<file path="src/rtl/bkm_iter_ctrl_pkg.sv">
// Shared definitions for the BKM iteration sequencer.
//   bkm_state_t : controller states (2-bit encoding)
//   BKM_MODE_*  : BKM mode select values carried on mode / mode_q
package bkm_iter_ctrl_pkg;

    typedef enum logic [1:0] {
        ST_IDLE = 2'd0,
        ST_LOAD = 2'd1,
        ST_RUN  = 2'd2,
        ST_DONE = 2'd3
    } bkm_state_t;

    localparam logic BKM_MODE_E = 1'b0;
    localparam logic BKM_MODE_L = 1'b1;

endpackage

</file>
<file path="src/rtl/bkm_iter_ctrl_lat_cnt.sv">
// bkm_lat_cnt: counts the bkm_step latency, 0..LAT-1, wrapping at terminal count.
//   clk, arst(active-low async), enable (clock enable), srst (sync reset),
//   clr   : force count to 0 on an enabled edge
//   inc   : advance count on an enabled edge (wraps to 0 after LAT-1)
//   tc    : terminal count, cnt == LAT-1
module bkm_lat_cnt #(
    parameter int unsigned LAT   = 1,
    parameter int unsigned LAT_W = $clog2(LAT + 1)
) (
    input  logic clk,
    input  logic arst,
    input  logic enable,
    input  logic srst,
    input  logic clr,
    input  logic inc,
    output logic tc
);

    localparam logic [LAT_W-1:0] LAST = LAT_W'(LAT - 1);

    logic [LAT_W-1:0] cnt;

    always_ff @(posedge clk or negedge arst) begin
        if (!arst) begin
            cnt <= '0;
        end else if (enable) begin
            if (srst || clr || (inc && tc)) begin
                cnt <= '0;
            end else if (inc) begin
                cnt <= cnt + 1'b1;
            end
        end
    end

    assign tc = (cnt == LAST);

endmodule

</file>
<file path="src/rtl/bkm_iter_ctrl.sv">
// bkm_iter_ctrl: sequencer for the BKM iteration datapath.
// Accepts a start, loads the initial operands for one cycle, then runs N_ITER
// steps, each qualified LAT cycles after the previous one, and holds the
// result valid until the consumer takes it.
//   in : clk, arst (async, active-low), srst (sync, active-high), enable,
//        start, mode, abort, out_ready
//   out: ready, busy, sel_init, step_en, lut_addr[CNT_W], mode_q, out_valid
module bkm_iter_ctrl
    import bkm_iter_ctrl_pkg::*;
#(
    parameter int unsigned N_ITER = 64,
    parameter int unsigned LAT    = 1,
    parameter int unsigned CNT_W  = $clog2(N_ITER),
    parameter int unsigned LAT_W  = $clog2(LAT + 1)
) (
    input  logic             clk,
    input  logic             arst,
    input  logic             srst,
    input  logic             enable,
    input  logic             start,
    input  logic             mode,
    input  logic             abort,
    input  logic             out_ready,
    output logic             ready,
    output logic             busy,
    output logic             sel_init,
    output logic             step_en,
    output logic [CNT_W-1:0] lut_addr,
    output logic             mode_q,
    output logic             out_valid
);

    bkm_state_t       state, state_nxt;
    logic [CNT_W-1:0] n;
    logic             lat_tc;
    logic             last_iter;
    logic             step_done;

    assign last_iter = (n == CNT_W'(N_ITER - 1));
    assign step_done = (state == ST_RUN) && lat_tc;

    bkm_lat_cnt #(
        .LAT   (LAT),
        .LAT_W (LAT_W)
    ) u_lat_cnt (
        .clk    (clk),
        .arst   (arst),
        .enable (enable),
        .srst   (srst),
        .clr    ((state != ST_RUN) || abort),
        .inc    (state == ST_RUN),
        .tc     (lat_tc)
    );

    always_ff @(posedge clk or negedge arst) begin
        if (!arst) begin
            state <= ST_IDLE;
        end else if (enable) begin
            state <= srst ? ST_IDLE : state_nxt;
        end
    end

    always_comb begin
        state_nxt = state;
        case (state)
            ST_IDLE: if (start)     state_nxt = ST_LOAD;
            ST_LOAD:                state_nxt = abort ? ST_IDLE : ST_RUN;
            ST_RUN: begin
                if (abort)                        state_nxt = ST_IDLE;
                else if (lat_tc && last_iter)     state_nxt = ST_DONE;
            end
            ST_DONE: if (out_ready) state_nxt = ST_IDLE;
            default:                state_nxt = ST_IDLE;
        endcase
    end

    // n is only non-zero while staying in RUN, so it is cleared on every
    // other path (start, abort, final step, DONE) and never leaves 0..N_ITER-1.
    always_ff @(posedge clk or negedge arst) begin
        if (!arst) begin
            n      <= '0;
            mode_q <= BKM_MODE_E;
        end else if (enable) begin
            if (srst || (state_nxt != ST_RUN)) begin
                n <= '0;
            end else if (step_done) begin
                n <= n + 1'b1;
            end

            if (srst) begin
                mode_q <= BKM_MODE_E;
            end else if ((state == ST_IDLE) && start) begin
                mode_q <= mode;
            end
        end
    end

    always_comb begin
        ready     = 1'b0;
        busy      = 1'b0;
        sel_init  = 1'b0;
        step_en   = 1'b0;
        out_valid = 1'b0;
        case (state)
            ST_IDLE: ready = 1'b1;
            ST_LOAD: begin
                busy     = 1'b1;
                sel_init = 1'b1;
                step_en  = 1'b1;
            end
            ST_RUN: begin
                busy    = 1'b1;
                step_en = lat_tc;
            end
            ST_DONE: out_valid = 1'b1;
            default: ready = 1'b0;
        endcase
    end

    assign lut_addr = n;

endmodule

</file>
<file path="config.mk">
export PLATFORM = sky130hd
export DESIGN_NAME = bkm_iter_ctrl
export DESIGN_NICKNAME = d
export VERILOG_FILES = /design/src/rtl/bkm_iter_ctrl_pkg.sv /design/src/rtl/bkm_iter_ctrl_lat_cnt.sv /design/src/rtl/bkm_iter_ctrl.sv
export SDC_FILE = /design/constraint.sdc
export NUM_CORES = 1
export LEC_CHECK = 0
export ABC_AREA = 0
export CAP_MARGIN = 20
export CORE_MARGIN = 2
export CORE_UTILIZATION = 44
export CTS_BUF_LIST = sky130_fd_sc_hd__clkbuf_8
export DETAILED_ROUTE_END_ITERATION = 10
export GPL_TIMING_DRIVEN = 0
export MAX_ROUTING_LAYER = met4
export PLACE_DENSITY = 0.83
export SETUP_SLACK_MARGIN = 0.15
export SLEW_MARGIN = 20
export SYNTH_ARGS = -nofsm -noshare
export SYNTH_HDL_FRONTEND = slang
export SYNTH_SLANG_ARGS = --single-unit
</file>
<file path="constraint.sdc">
create_clock -name clk -period 1.95 [get_ports clk]
set_input_delay 0.195 -clock clk [delete_from_list [all_inputs] [get_ports clk]]
set_output_delay 0.195 -clock clk [all_outputs]
set_load 0.01 [all_outputs]
</file>
* After elaboration in Yosys (flattened, before gate mapping)
Index checks and enable logic that the tools add are counted.
Operators by class: divide/modulo/power cells 0, multipliers 0, equality and inequality tests 6, order comparisons 0, shift operators 0, add/subtract/negate cells 2, multiplexer cells 18, reduce and logical (&&, ||, !) cells 15, bitwise logic cells 1
Operators by type and width (number):
- 2-bit 2-to-1 mux | 6
- 6-bit 2-to-1 mux | 2
- 1-bit 2-to-1 mux | 8
- 2-bit case mux with 4 select lines | 1
- 6-bit by 1-bit adder with 6-bit output, second input constant | 1
- 6-bit equality test, second input constant | 1
- 2-bit AND reduction | 3
- 2-bit nonzero test | 3
- 2-bit equality test, second input constant | 2
- 1-bit logical OR | 4
- 2-bit != test, second input constant | 2
- 1-bit logical AND | 3
- 2-bit by 1-bit equality test with 1-bit output, second input constant | 1
- 2-bit logical NOT | 1
- 1-bit case mux with 2 select lines | 1
- 2-bit OR reduction | 1
- 1-bit adder, second input constant | 1
- 1-bit NOT | 1
Storage, ports and cells: memories 0, ROM bits 0, bits of input ports 8, output and inout port bits 12, bits in writable memories 0, bits in latches 0, flip-flop bits (word level) 10, logic and storage cells 46

* Depth between registers and ports, before layout
Gate-level depths: netlist of run 1.
depth in word-level cells 9, gate-level depth with buffers 7, gate-level depth less buffers 7

* Modules after synthesis
From an unflattened synthesis of run 1, not the netlist that was laid out.
Second synthesis, totals: cell total of the unflattened synthesis 70, area total of the unflattened synthesis 693.2 µm²
Modules (own cells, without submodules):
- bkm_iter_ctrl | times used 1, sequential area each 225.2 µm², cells each 66, area an instance 653.1 µm²
- bkm_lat_cnt | times used 1, sequential area each 25.0 µm², cells each 4, area an instance 40.0 µm²

* Worst setup path before layout of run 1
OpenSTA, ideal clock, no wires.
path kind flip-flop to flip-flop, start register state[0], end register n[0] (netlist: lut_addr[0]), setup slack 117 ps, cell stages (with the launch flop) 8, period minus slack after synthesis 1833 ps, library setup time 125 ps, arrival time 1708 ps, path buffers 0, required time 1825 ps, path through dfrtp_1 > inv_1 > ha_1 > nor2b_4 > o31a_1 > o21ai_4 > o21ai_2 > mux2_4
Between the ends: word-level cells in the longest chain between the ends 7, elaborated cells on any way between the ends 15, classes of those cells eq/ne (4); mux (6); reduce/logical (5)
Ends and longest elaborated chain:
- start, declared | line bkm_iter_ctrl.sv:33 | bkm_state_t state, state_nxt;
- start signal, assigned | line bkm_iter_ctrl.sv:59 | state <= srst ? ST_IDLE : state_nxt;
- 2-bit 2-to-1 mux | line bkm_iter_ctrl.sv:70 | else if (lat_tc && last_iter) state_nxt = ST_DONE;
- 2-bit 2-to-1 mux | line bkm_iter_ctrl.sv:69 | if (abort) state_nxt = ST_IDLE;
- 2-bit case mux with 4 select lines | line bkm_iter_ctrl.sv:65 | case (state)
- 2-bit != test | line bkm_iter_ctrl.sv:84 | if (srst || (state_nxt != ST_RUN)) begin
- 1-bit logical OR | line bkm_iter_ctrl.sv:84
- 2-bit nonzero test (no source line)
- 2-bit AND reduction (no source line)
- end signal, assigned | line bkm_iter_ctrl.sv:87 | n <= n + 1'b1;
- end, declared | line bkm_iter_ctrl.sv:34 | logic [CNT_W-1:0] n;
Parallel ways exist; a longest one is shown, timed or not. A chain may end at the register's enable or synchronous reset.

* Worst setup path in the final report of run 1
start register state[0], end register n[5] (netlist: lut_addr[5])
The elaborated chain is that of the path after synthesis.

==> results.py, run 1 <==
metrics = {
    "clock_tree": {
        "clk_latency_ns": 0.24,
        "cts.clk_slew.worst_paths_ns": 0.05,
        "cts_tree": "built",
        "cts.sink_count": 10,
        "clock-root-buffer": "clkbuf_8",
        "clk_path_buf_depth": 2,
        "htreeDepth": 1,
        "cts_inserted_buffers": 3,
    },
    "drt": {
        "dr.pass1.iters": 4,
        "wirelength_mm": 2.16,
        "route.detailed.drc": 0,
        "drt-initial-drc-count": 6,
        "via_per_inst": 6.02,
        "routedWlPerCell_um": 18.6,
        "ant_nets": 0,
        "num_vias": 698,
    },
    "synthesis": {
        "synth_edf_count": 0,
        "seq_area_frac_synth_pct": 35.3,
        "ys_types": 36,
        "avgSynthCellArea_um2": 10.6,
        "yosys_warnings": 0,
        "syn_inst": 67,
        "dominantRegCellSynth": "dfrtp_1",
        "synth-seq-cells": 10,
        "async_flop_share_pct": 100,
        "syn_nets": 80,
        "netlist_area_um2": 708,
    },
    "layout": {
        "n_fill_cell": 94,
        "final_core_util_pct": 75.8,
        "final_common_cell": "clkdlybuf4s50_1",
        "finalNetCount": 115,
        "layout_common_cells": "clkdlybuf4s50_1 (17), buf_4 (10), dfrtp_1 (8)",
        "antenna_cells": 0,
        "drive_above_1_share_pct": 38.0,
        "syn2layout_area_growth_pct": 61.3,
    },
    "worst_setup_path": {
        "cp_num_buf_inv": 2,
        "crit_type": "reg2reg",
        "cp.arrival_ns": 1.99,
        "cp_cell_sequence": "inv_2 > ha_4 > nor2b_4 > o31a_1 > o21ai_4 > buf_12 > o31ai_2 > a22o_1",
        "critical_path.top_delay_family": "compound AO/OA/AOI/OAI gates",
        "slowest_delay_ns": 0.42,
        "crit_slowest_cell": "dfrtp_1",
        "worst_setup_path_end_kind": "register",
        "crit_required_ns": 2.08,
        "crit_fanout": 8,
        "startpoint_type": "register",
    },
    "sta": {
        "finalMaxSlewViolations": 0,
        "max_freq_mhz": 537,
        "slew_headroom_pct": 65.5,
        "setup_viol": 0,
        "holdWs_ns": 0.280,
        "worst_clock_skew_ns": 0.00568,
        "finalCriticalPeriod_ns": 1.86,
        "finalCritPeriodShare_pct": 95.5,
        "tightestPinTransition_ns": 0.517,
        "hold_viol": 0,
        "rsz0062_at_grt": "true",
        "fin_ws_ns": 0.0868,
    },
    "placement": {
        "place_ws_ns": -0.0408,
        "gp_congestion": 0.759,
        "io_buffers": 18,
        "hpwl_mm": 1.30,
    },
    "job": {
        "drv_cap": 0,
    },
    "floorplan": {
        "dieArea_mm2": 0.00195,
        "start_util_pct": 47.0,
        "die_width_um": 44.1,
        "fp.dieH_um": 44.1,
        "fp-row-count": 14,
        "io_pins": 20,
        "coreArea_mm2": 0.00151,
    },
    "grt": {
        "antenna_found_initial": 0,
        "grt-ovfl-total": 0,
        "grt_max_degree": 11,
        "grt_pass1_vias": 665,
        "grtUsageTotal_pct": 22.7,
        "grt_pass1_wl_mm": 2.99,
    },
    "pwr": {
        "finalPower_uw": 636,
        "power_density_mw_per_mm2": 557,
        "leakagePower_uw": 0.000492,
        "peakVddDrop_uv": 442,
    },
    "run_status": {
        "status": "finished, final reports clean",
    },
    "hold_path": {
        "hold_class": "in2async",
    },
}
## registers in the layout, summed over array words and instances (netlist names)
signal         count
state              2
lut_addr           6
u_lat_cnt.cnt      1
mode_q             1
## power breakdown
part / switching, uW / leakage, uW / internal (uW)
Clock: 78.0 / 0.0000216 / 135
Sequential: 8.02 / 0.000135 / 215
Combinational: 101 / 0.000335 / 98.8
## cell type report
| class | count | area (um2) | share of cell area (%) |
|---|---|---|---|
| Multi-Input combinational cell | 52 | 527 | 46.1 |
| Inverter | 4 | 15.0 | 1.31 |
| Timing Repair Buffer | 30 | 282 | 24.6 |
| Tap cell | 16 | 20.0 | 1.75 |
| Sequential cell | 10 | 253 | 22.1 |
| Clock buffer | 3 | 41.3 | 3.61 |
| Buffer | 1 | 5.00 | 0.438 |
## path summary, 6_finish.rpt
check | from | to | slack, ns | depth (start not counted)
min | arst | mode_q$_DFFE_PN0P_ | 0.28 | 1
min in group clk | enable | u_lat_cnt.cnt$_DFFE_PN0P_ | 0.30 | 2
max | state[0]$_DFFE_PN0P_ | lut_addr[5]$_DFFE_PN0P_ | 0.09 | 8
max in group asynchronous | arst | state[1]$_DFFE_PN0P_ | 1.31 | 1
min reg2reg | mode_q$_DFFE_PN0P_ | mode_q$_DFFE_PN0P_ | 0.52 | 1
max reg2reg | state[0]$_DFFE_PN0P_ | lut_addr[5]$_DFFE_PN0P_ | 0.09 | 8
## layer usage
metal  part of all wire [%]  global-route usage, %  vias up
met5                      0                      -        -
met4                    3.6                   11.5        0
met3                    4.4                   9.39       10
met2                     48                   34.7       20
met1                     44                   25.3      346
li1                       -                      -      322
## per-stage QoR
| step | instance area [um2] | TNS (ns) | cells |
|---|---|---|---|
| floorplan | 713 | 0 | 67 |
| global placement | 913 | -0.00646 | 101 |
| detailed placement | 913 | -0.0417 | 101 |
| CTS | 1030 | 0 | 109 |
| global route | 1140 | 0 | 116 |
| finish | 1140 | 0 | 116 |
## cell families (layout without fill, tap and decap cells)
family,count (synthesis),after routing,share of synthesized area [%]
simple gates,25,25,23.3
compound gates,20,20,26.2
flops,10,10,35.3
fa+ha+maj,5,5,8.83
buf+inv,5,38,2.83
mux,2,2,3.53
## what timing repair did
item	CTS	global route
pin swaps	5	5
gates resized for setup	9	14
endpoints found under the setup margin	9	10
hold buffers	0	0
hold endpoints to repair	0	0
setup buffers	5	7
## cell usage after synthesis (2+ instances only)
master / count / area [um2]
o31ai_1: 2 / 15.0
dfrtp_1: 10 / 250
ha_1: 5 / 62.6
nor2_1: 2 / 7.51
nand3_1: 2 / 10.0
a21o_1: 2 / 15.0
a22o_1: 3 / 26.3
inv_1: 4 / 15.0
a21oi_1: 2 / 10.0
nor2b_1: 3 / 18.8
nor3_1: 4 / 20.0
nand3b_1: 2 / 15.0
nand2_1: 3 / 11.3
Note: power is estimated with default switching activity, not from simulation.
==> inputs of run 2 (changes only) <==
SLEW_MARGIN = default   (was 20)
==> results of run 2 <==
No change in the layout: final DEF, timing and power equal those of run 1.
